**config.mk**
```make
export PLATFORM = sky130hd
export DESIGN_NAME = rr_arb_lock
export DESIGN_NICKNAME = d
export VERILOG_FILES = /design/src/rtl/rr_arb_lock_pkg.sv /design/src/rtl/rr_arb_lock_prio_enc.sv /design/src/rtl/rr_arb_lock.sv
export SDC_FILE = /design/constraint.sdc
export NUM_CORES = 1
export LEC_CHECK = 0
export CORE_MARGIN = 4
export CORE_UTILIZATION = 49
export DETAILED_ROUTE_END_ITERATION = 10
export GPL_TIMING_DRIVEN = 0
export PLACE_DENSITY_LB_ADDON = 0.15
export SLEW_MARGIN = 0
export SYNTH_ARGS = -nofsm -noshare
export SYNTH_HDL_FRONTEND = slang
export SYNTH_SLANG_ARGS = --single-unit
```
**constraint.sdc**
```tcl
create_clock -name clk_i -period 3.05 [get_ports clk_i]
set_input_delay 0.305 -clock clk_i [delete_from_list [all_inputs] [get_ports clk_i]]
set_output_delay 0.305 -clock clk_i [all_outputs]
set_load 0.01 [all_outputs]
```
**src/rtl/rr_arb_lock_pkg.sv**
```systemverilog
// rtl/rr_arb_lock_pkg.sv - shared types and helpers for the rr_arb_lock arbiter
//
// Purpose: the state enum, the index-width helper and the one-hot to binary
//          conversion used by the arbiter.
// Contents:
//   clog2w(n)    max(1, $clog2(n)); keeps index vectors at least one bit wide
//   arb_state_t  ARB (free to arbitrate) / LOCKED (held for a multi-flit packet)
//   oh2bin(oh)   binary index of a one-hot vector of up to 32 bits; 0 when empty

package arb_pkg;

   function automatic int clog2w(input int n);
      return (n <= 1) ? 1 : $clog2(n);
   endfunction

   typedef enum logic {
      ARB    = 1'b0,
      LOCKED = 1'b1
   } arb_state_t;

   // ORs together the indices of the set bits. For a one-hot input this is the
   // index of that bit, and for an all-zero input it is 0.
   function automatic logic [4:0] oh2bin(input logic [31:0] oh);
      logic [4:0] bin;
      bin = '0;
      for (int i = 0; i < 32; i++) begin
         if (oh[i]) begin
            bin = bin | 5'(i);
         end
      end
      return bin;
   endfunction

endpackage

```
**src/rtl/rr_arb_lock_prio_enc.sv**
```systemverilog
// rtl/rr_arb_lock_prio_enc.sv - lowest-index fixed-priority encoder
//
// Purpose: selects the lowest set bit of req_i.
// Ports:
//   req_i    in   IN_N  candidate requests
//   oh_o     out  IN_N  one-hot lowest set bit of req_i; zero when req_i is zero
//   found_o  out  1     req_i has at least one bit set

module prio_enc #(
   parameter int IN_N = 5
) (
   input  logic [IN_N-1:0] req_i,
   output logic [IN_N-1:0] oh_o,
   output logic            found_o
);

   always_comb begin
      oh_o    = '0;
      found_o = 1'b0;
      for (int i = 0; i < IN_N; i++) begin
         if (req_i[i] && !found_o) begin
            oh_o[i] = 1'b1;
            found_o = 1'b1;
         end
      end
   end

endmodule

```
**src/rtl/rr_arb_lock.sv**
```systemverilog
// rtl/rr_arb_lock.sv - work-conserving round-robin arbiter with packet lock
//
// Purpose: grants one of IN_N requesters to a switch output port. The priority
//          pointer moves to the last winner, so the search always starts just
//          above it. Idle inputs are skipped in the same cycle. With LOCK_EN=1,
//          a grant is held on its owner until the tail flit has been accepted.
// Ports:
//   clk_i        in   1       clock
//   rst_ni       in   1       asynchronous active-low reset
//   req_i        in   IN_N    per-input request (level, N-hot)
//   last_i       in   IN_N    per-input tail flag, used only for the granted input
//   ack_i        in   1       downstream accepts the granted flit this cycle
//   grant_oh_o   out  IN_N    one-hot grant, zero when grant_vld_o=0
//   grant_o      out  IDX_W   binary index of grant_oh_o, 0 when no grant
//   grant_vld_o  out  1       a grant is valid this cycle
//   locked_o     out  1       arbiter is held on an owner mid-packet

module rr_arb_lock
   import arb_pkg::*;
#(
   parameter int IN_N    = 5,
   parameter int LOCK_EN = 1
) (
   input  logic                      clk_i,
   input  logic                      rst_ni,
   input  logic [IN_N-1:0]           req_i,
   input  logic [IN_N-1:0]           last_i,
   input  logic                      ack_i,
   output logic [IN_N-1:0]           grant_oh_o,
   output logic [clog2w(IN_N)-1:0]   grant_o,
   output logic                      grant_vld_o,
   output logic                      locked_o
);

   localparam int IDX_W = clog2w(IN_N);

   logic [IDX_W-1:0] ptr_q,   ptr_d;
   logic [IDX_W-1:0] owner_q, owner_d;
   arb_state_t       state_q, state_d;

   logic [IN_N-1:0]  above_ptr;
   logic [IN_N-1:0]  masked_req;
   logic [IN_N-1:0]  masked_oh;
   logic [IN_N-1:0]  unmasked_oh;
   logic             masked_found;
   logic             unmasked_found;
   logic [IN_N-1:0]  rr_oh;
   logic [IN_N-1:0]  owner_oh;
   logic [31:0]      grant_wide;
   logic             tail_hit;
   logic             transfer;

   // Bits strictly above the pointer. When ptr=IN_N-1 the mask is empty and the
   // unmasked encoder restarts the search from index 0.
   always_comb begin
      above_ptr = '0;
      owner_oh  = '0;
      for (int i = 0; i < IN_N; i++) begin
         above_ptr[i] = (i > int'(ptr_q));
         owner_oh[i]  = (owner_q == IDX_W'(i));
      end
   end

   assign masked_req = req_i & above_ptr;

   prio_enc #(.IN_N(IN_N)) u_enc_masked (
      .req_i   (masked_req),
      .oh_o    (masked_oh),
      .found_o (masked_found)
   );

   prio_enc #(.IN_N(IN_N)) u_enc_unmasked (
      .req_i   (req_i),
      .oh_o    (unmasked_oh),
      .found_o (unmasked_found)
   );

   assign rr_oh = masked_found ? masked_oh : unmasked_oh;

   // While locked, only the owner's request can produce a grant. Requests from
   // other inputs are ignored even when the owner has dropped its request.
   always_comb begin
      if (state_q == LOCKED) begin
         grant_oh_o  = req_i & owner_oh;
         grant_vld_o = |(req_i & owner_oh);
      end else begin
         grant_oh_o  = rr_oh;
         grant_vld_o = unmasked_found;
      end
   end

   always_comb begin
      grant_wide             = '0;
      grant_wide[IN_N-1:0]   = grant_oh_o;
   end

   assign grant_o  = IDX_W'(oh2bin(grant_wide));
   assign transfer = grant_vld_o & ack_i;
   // The grant is one-hot on the winner, or on the owner while locked, so this
   // picks out the tail flag of exactly the input being served.
   assign tail_hit = |(last_i & grant_oh_o);
   assign locked_o = (state_q == LOCKED);

   always_comb begin
      ptr_d   = ptr_q;
      owner_d = owner_q;
      state_d = state_q;
      if (transfer) begin
         ptr_d = grant_o;
         case (state_q)
            ARB: begin
               if ((LOCK_EN != 0) && !tail_hit) begin
                  state_d = LOCKED;
                  owner_d = grant_o;
               end
            end
            LOCKED: begin
               if (tail_hit) begin
                  state_d = ARB;
               end
            end
            default: state_d = ARB;
         endcase
      end
   end

   always_ff @(posedge clk_i or negedge rst_ni) begin
      if (!rst_ni) begin
         ptr_q   <= IDX_W'(IN_N - 1);
         owner_q <= '0;
         state_q <= ARB;
      end else begin
         ptr_q   <= ptr_d;
         owner_q <= owner_d;
         state_q <= state_d;
      end
   end

endmodule

```
After elaboration in Yosys (flattened, before gate mapping)
Index checks and enable logic that the tools add are counted.
{"block": "totals", "output_inout_bits": 10, "ff_bits": 7, "wordCells": 63}
{"block": "classes", "mux": 26, "eq_ne": 4, "n_reduce_logical": 20, "bitwise": 6, "order_cmp": 4}
{"operator": "two-way mux 1 bit", "n": 21}
{"operator": "AND 5 bit", "n": 3}
{"operator": "two-way mux 5 bit", "n": 2}
{"operator": "OR reduction 5 bit", "n": 2}
{"operator": "logical AND 1 bit", "n": 8}
{"operator": "zero test 1 bit", "n": 8}
{"operator": "equality test 3 x 2 -> 1 bit (second input constant)", "n": 2}
{"operator": "greater-than comparator 2 x 3 -> 1 bit (first input constant)", "n": 2}
{"operator": "two-way mux 2 bit", "n": 2}
{"operator": "equality test 3 x 1 -> 1 bit (second input constant)", "n": 1}
{"operator": "equality test 3 bit (second input constant)", "n": 1}
{"operator": "greater-than comparator 1 x 3 -> 1 bit (first input constant)", "n": 1}
{"operator": "greater-than comparator 3 bit (first input constant)", "n": 1}
{"operator": "zero test 3 bit", "n": 1}
{"operator": "two-way mux 3 bit", "n": 1}
{"operator": "AND reduction 3 bit", "n": 1}
{"operator": "inverter 1 bit", "n": 2}
{"operator": "AND 1 bit", "n": 1}

Logic depth before layout (Yosys ltp)
{"block": "logic_depth", "depth_word": 21, "mapped_depth": 7, "depth_no_buf": 6}

Cells and area by module
From an unflattened synthesis, not the netlist that was laid out.
{"block": "hier_totals", "hier_cells": 83, "hier_area_um2": 804.5}
{"module": "rr_arb_lock", "cells_each": 69, "area_per_inst_um2": 694.4, "n_inst": 1}
{"module": "prio_enc", "cells_each": 7, "area_per_inst_um2": 55.1, "n_inst": 2}

Worst setup path before layout
OpenSTA, ideal clock, no wires.
{"block": "synth_path", "path_type": "reg-to-reg", "from": "reg ptr_q[1]", "to": "reg owner_q[0]", "n_path_buf": 0, "required_ps": 2925, "setup_time_ps": 125, "path_slack_ps": 981, "t_arrival_ps": 1945, "period_less_slack_ps": 2069, "stages_incl_launch_ff": 7, "path_cell_list": "dfrtp_1 -> o21ba_2 -> nor4b_1 -> a22o_1 -> a221o_1 -> nor3_4 -> mux2_2"}
{"block": "synth_via", "elab_chain_cells": 19, "elab_cells_between_ends": 30, "classes_between": "4 x order compare; 14 x mux; 3 x bitwise; 9 x reduce/logical"}
{"element": "start: declaration", "line_no": "rr_arb_lock.sv:37", "source": "logic [IDX_W-1:0] ptr_q, ptr_d;"}
{"element": "start signal: assignment", "line_no": "rr_arb_lock.sv:129", "source": "ptr_q <= IDX_W'(IN_N - 1);"}
{"element": "start signal: assignment", "line_no": "rr_arb_lock.sv:133", "source": "ptr_q <= ptr_d;"}
{"element": "greater-than comparator 1 x 3 -> 1 bit", "line_no": "rr_arb_lock.sv:59", "source": "above_ptr[i] = (i > int'(ptr_q));"}
{"element": "AND 5 bit *", "line_no": "rr_arb_lock.sv:64", "source": "assign masked_req = req_i & above_ptr;"}
{"element": "logical AND 1 bit", "line_no": "rr_arb_lock_prio_enc.sv:21", "source": "if (req_i[i] && !found_o) begin"}
{"element": "two-way mux 1 bit", "line_no": "rr_arb_lock_prio_enc.sv:21"}
{"element": "zero test 1 bit", "line_no": "rr_arb_lock_prio_enc.sv:21"}
{"element": "logical AND 1 bit", "line_no": "rr_arb_lock_prio_enc.sv:21"}
{"element": "two-way mux 1 bit", "line_no": "rr_arb_lock_prio_enc.sv:21"}
{"element": "zero test 1 bit", "line_no": "rr_arb_lock_prio_enc.sv:21"}
{"element": "[... 4 more ...]"}
{"element": "two-way mux 1 bit *", "line_no": "rr_arb_lock_prio_enc.sv:21"}
{"element": "two-way mux 5 bit *", "line_no": "rr_arb_lock.sv:78", "source": "assign rr_oh = masked_found ? masked_oh : unmasked_oh;"}
{"element": "two-way mux 5 bit *", "line_no": "rr_arb_lock.sv:83", "source": "if (state_q == LOCKED) begin"}
{"element": "net grant_oh_o[0]", "line_no": "rr_arb_lock.sv:29", "source": "output logic [IN_N-1:0] grant_oh_o,"}
{"element": "AND 5 bit *", "line_no": "rr_arb_lock.sv:101", "source": "assign tail_hit = |(last_i & grant_oh_o);"}
{"element": "OR reduction 5 bit *", "line_no": "rr_arb_lock.sv:101"}
{"element": "inverter 1 bit (no line) *"}
{"element": "AND reduction 3 bit (no line) *"}
{"element": "end signal: assignment", "line_no": "rr_arb_lock.sv:134", "source": "owner_q <= owner_d;"}
{"element": "end: declaration", "line_no": "rr_arb_lock.sv:38", "source": "logic [IDX_W-1:0] owner_q, owner_d;"}
The timed path passes the listed nets; every way through them passes the cells marked *.
A chain may end at the register's enable or synchronous reset.

Worst setup path after layout
{"block": "layout_path", "from": "in req_i[0]", "to": "out grant_oh_o[4]"}
{"block": "layout_via", "elab_chain_cells": 16, "elab_cells_between_ends": 30, "classes_between": "13 x mux; 1 x bitwise; 16 x reduce/logical"}
{"element": "start: declaration", "line_no": "rr_arb_lock.sv:26", "source": "input logic [IN_N-1:0] req_i,"}
{"element": "AND 5 bit", "line_no": "rr_arb_lock.sv:64"}
{"element": "two-way mux 1 bit", "line_no": "rr_arb_lock_prio_enc.sv:21"}
{"element": "zero test 1 bit", "line_no": "rr_arb_lock_prio_enc.sv:21"}
{"element": "logical AND 1 bit", "line_no": "rr_arb_lock_prio_enc.sv:21"}
{"element": "two-way mux 1 bit", "line_no": "rr_arb_lock_prio_enc.sv:21"}
{"element": "zero test 1 bit", "line_no": "rr_arb_lock_prio_enc.sv:21"}
{"element": "logical AND 1 bit", "line_no": "rr_arb_lock_prio_enc.sv:21"}
{"element": "two-way mux 1 bit", "line_no": "rr_arb_lock_prio_enc.sv:21"}
{"element": "zero test 1 bit", "line_no": "rr_arb_lock_prio_enc.sv:21"}
{"element": "logical AND 1 bit", "line_no": "rr_arb_lock_prio_enc.sv:21"}
{"element": "two-way mux 1 bit", "line_no": "rr_arb_lock_prio_enc.sv:21"}
{"element": "zero test 1 bit", "line_no": "rr_arb_lock_prio_enc.sv:21"}
{"element": "logical AND 1 bit", "line_no": "rr_arb_lock_prio_enc.sv:21"}
{"element": "two-way mux 1 bit", "line_no": "rr_arb_lock_prio_enc.sv:21"}
{"element": "two-way mux 5 bit *", "line_no": "rr_arb_lock.sv:78"}
{"element": "two-way mux 5 bit *", "line_no": "rr_arb_lock.sv:83"}
{"element": "end: declaration", "line_no": "rr_arb_lock.sv:29"}
Mark *: on every way between the ends. The rest lies on a longest branch, timed or not.

==> metrics list <==
* Final global-route overflow total: 0
* Register area share after synthesis: 0.228
- Global-route wire length before repair: 3500 µm
* Initial Util: 0.513
* Setup repair after global routing missed its margin: no
* CTS clk-pin slew, worst paths: roughly 0.050 ns
* Worst max-slew margin expressed relative to the limit: 0.748
- In this run, synthesis inferred 0 flip-flops with an integrated enable.
- Reg power frac: 0.200
- First element of the critical path: req_i[0]
- Total Die Area: ~2300 µm²
* Most area-consuming cells after synthesis: sky130_fd_sc_hd__dfrtp_1, sky130_fd_sc_hd__mux2_2, sky130_fd_sc_hd__dfstp_2
- Register Area: approximately 180 µm²
- In this run the remaining antenna-violating nets after routing total 0.
* Most used flip-flop cell after synthesis: sky130_fd_sc_hd__dfrtp_1
- Fill cells: between 100 and 150
* Gate power share: 0.721
- Non-filler cells in the finished layout: 127
- Entering global routing, the biggest net connects 11 pins.
* Yosys cell types: 45
- Chip Width: roughly 48 µm
- Summed over all layers, the routed wires come to between 2000 and 2500 µm.
- Routed wire length per instance: 16.7 µm
* Leakage power summed over all cells: around 0.44 nW
* Clock root buffer master: sky130_fd_sc_hd__clkbuf_4
- Of the cells placed in the final design, the portion with a size suffix greater than 1 is 0.207.
- Antenna diode count: 0
- Routability cong.: 0.865
* Number of buffers added on ports: 20
- Number of buffers created by CTS: 3
* HPWL after detailed placement: ~1600 µm
- 23 I/O pins were placed.
- Cell count after synthesis: 87
- The floorplan step defined a core boundary enclosing around 1500 µm².
- Summing all multi-input logic gate instances after layout gives ~540 µm².
- The endpoint identified for the worst register-to-register timing path is owner_q[2]$_DFFE_PN0P_.
- In this run the register-to-register setup slack is about 0.73 ns.
* Period utilisation layout: 0.944
- Critical Path RT: roughly 2.7 ns
- Crit path cell chain: clkdlybuf4s50_1 > or4_4 > o21ai_0 > and2_1 > mux2_2 > and2_1 > buf_4 > clkdlybuf4s50_1
- Of the total power, the share spent switching nets is 0.441.
- Critical path start-end classification: input port to output port
- Worst VDD drop: a little under 0.0007 V
- Kind of launch point of the worst setup path: input port
* Int Power: about 0.59 mW
- Cell area after technology mapping: roughly 770 µm²
- TritonCTS built the clock tree.
- Vias in the first global route: between 700 and 800
- Initial drt markers: 24
- FFs w/ async S/R, synth: 1.00
- Setup slack on the critical path of the routed design comes to between 0.15 and 0.2 ns.
- Final TNS setup: 0 ns
- Final hold analysis gives a worst-case slack of ~0.3 ns.
- FMAX: between 0.3 and 0.4 GHz
- Cell Rows: 14
- For the pin with the worst max-slew slack, the measured transition is around 0.38 ns.
- The average instance in the mapped netlist occupies around 8.9 µm².
* Post-layout nets: roughly 130
- Area growth syn-to-layout: 32.5%
* Reg2reg start: locked_o$_DFFE_PN0P_
* Maximum fanout count along the critical path: 7
- For this design the total switching power over the nets is around 0.46 mW.
- Critical Path Max Stage Delay: 0.53 ns
- Minimum clock period after layout: 2.88 ns
* Capturing instance or port of the critical path: grant_oh_o[4]
- Hold Fails Final Rpt: 0
- Die Ht: roughly 48 µm
- The flow ran to the end, and the final reports show no timing, DRC or antenna violations.
- CTS HTree Levels: 1
- Area leader, netlist: sky130_fd_sc_hd__dfrtp_1
- The max-slew violation count came to 0.
- Worst slack, placed: approximately 0.064 ns
* Critical Path Slowest Stage Cell: sky130_fd_sc_hd__clkdlybuf4s50_1
- In this run the worst hold path is classified as input port to async pin.
- The number of nets in the synthesized netlist is 100.
* Share of total power in the clock network: 0.078
- Antenna violations before repair: 0
* Routed vias/inst: 6.33
- Number of storage elements in the synthesis netlist: 7
- In the global route stage, overall resource usage came out at 0.212.
* Max-cap violations: 0
- Placed cell count: around 120
- After layout, the design draws a total of between 1 and 1.5 mW.
- For the worst setup path, the data arrival time is about 2.6 ns.
* Top cell type's share of synthesized area: 0.194
* Count of endpoints failing setup in the final report: 0
- For this run, the detailed router's first-pass iteration total came to 4.
- CTS max path bufs: 2
- Total power divided by cell area: roughly 1000 nW/µm²
- Number of clock sinks seen by CTS: 7
- The Yosys step of the flow raised 0 warnings.
- STA classifies the critical path endpoint as an output port.
- Clock latency on the worst-skew pair, taken at its later pin, is between 0.2 and 0.3 ns.
- Remaining DRCs: 0
- The detailed router placed ~800 vias in this run.
- Worst Reg-to-Reg Cells: 6
- Clock skew on the completed layout was measured at 0.00616 ns.
[area by class of cell]
class	instances	area share
repair buffers	20	0.200
clock buffers	4	0.0256
inverters	5	0.0183
multi-input cells	69	0.527
well taps	16	0.0195
flip-flops and latches	7	0.172
plain buffers	6	0.0366
[layout by cell type (no fill, tap or decap), types with 4 or more instances in the layout]
cell	n
sky130_fd_sc_hd__nand2_1	4
sky130_fd_sc_hd__dfrtp_1	6
sky130_fd_sc_hd__mux2_2	8
sky130_fd_sc_hd__o21ai_0	4
sky130_fd_sc_hd__inv_1	5
sky130_fd_sc_hd__clkdlybuf4s50_1	18
[worst min path at each step]
| stage | endpoint | slack (ns) | cells past startpoint |
|---|---|---|---|
| after global routing | locked_o$_DFFE_PN0P_ | 0.33 | 1 |
| after CTS | ptr_q[1]$_DFFE_PN0P_ | 0.31 | 1 |
| final | ptr_q[1]$_DFFE_PN0P_ | 0.31 | 1 |
| after detailed placement | ptr_q[1]$_DFFE_PN0P_ | 0.58 | 1 |
| after global placement | ptr_q[1]$_DFFE_PN0P_ | 0.58 | 1 |
| after floorplan | locked_o$_DFFE_PN0P_ | 0.009 | 0 |
[power by group through the flow]
stage,clock (mW),combinational (mW),sequential (mW)
after floorplan,0,0.491,0.187
after global routing,0.0927,0.828,0.215
after CTS,0.0849,0.757,0.205
after detailed placement,0,0.753,0.205
after global placement,0,0.733,0.201
final,0.0819,0.756,0.210
[sequential cells by signal (all words and copies together) (netlist names)]
name and count:
locked_o 1, owner_q 3, ptr_q 3
[logic make-up after synthesis]
family | count (synthesis) | synth area share
simple gates | 36 | 0.306
compound gates | 23 | 0.251
buf+inv | 11 | 0.0728
mux | 10 | 0.142
flops | 7 | 0.228
[worst max-delay path, delay by kind of cell]
kind | cells | cell delay (ns)
mux | 1 | 0.15
compound gates | 1 | 0.11
buf+inv | 3 | 1.18
simple gates | 3 | 0.84
[per-stage QoR]
step                utilization  cell area, µm²
floorplan                     -             773
global placement          0.659             993
detailed placement        0.659             993
CTS                       0.677            1020
global route              0.680            1020
finish                    0.680            1020
[synth_stat cells, types with 2 or more instances]
library cell,number
sky130_fd_sc_hd__nor3_1,2
sky130_fd_sc_hd__or3_1,2
sky130_fd_sc_hd__o21ai_0,4
sky130_fd_sc_hd__a221o_1,2
sky130_fd_sc_hd__and2_1,2
sky130_fd_sc_hd__and3_1,3
sky130_fd_sc_hd__inv_1,5
sky130_fd_sc_hd__nor2b_1,2
sky130_fd_sc_hd__nor4b_1,3
sky130_fd_sc_hd__nand2b_1,3
sky130_fd_sc_hd__nand2_1,4
sky130_fd_sc_hd__mux2_2,8
sky130_fd_sc_hd__buf_2,3
sky130_fd_sc_hd__nor2_1,2
sky130_fd_sc_hd__nand3_1,3
sky130_fd_sc_hd__o22ai_1,2
sky130_fd_sc_hd__nor3b_1,2
sky130_fd_sc_hd__dfrtp_1,6
sky130_fd_sc_hd__mux2i_1,2
sky130_fd_sc_hd__o21bai_1,2
[what timing repair did]
item	in CTS	in global routing
setup buffers	0	0
hold buffers	0	0
gates resized for setup	0	2
endpoints found under the setup margin	0	2
[routing by layer]
| layer | share of wire | vias to the layer above | track usage |
|---|---|---|---|
| li1 | - | 379 | - |
| met1 | 0.45 | 393 | 0.294 |
| met2 | 0.48 | 30 | 0.332 |
| met3 | 0.061 | 2 | 0.0714 |
| met4 | 0.0066 | 0 | 0.0161 |
| met5 | 0 | - | 0 |
Power figures use the tool's default switching activity.
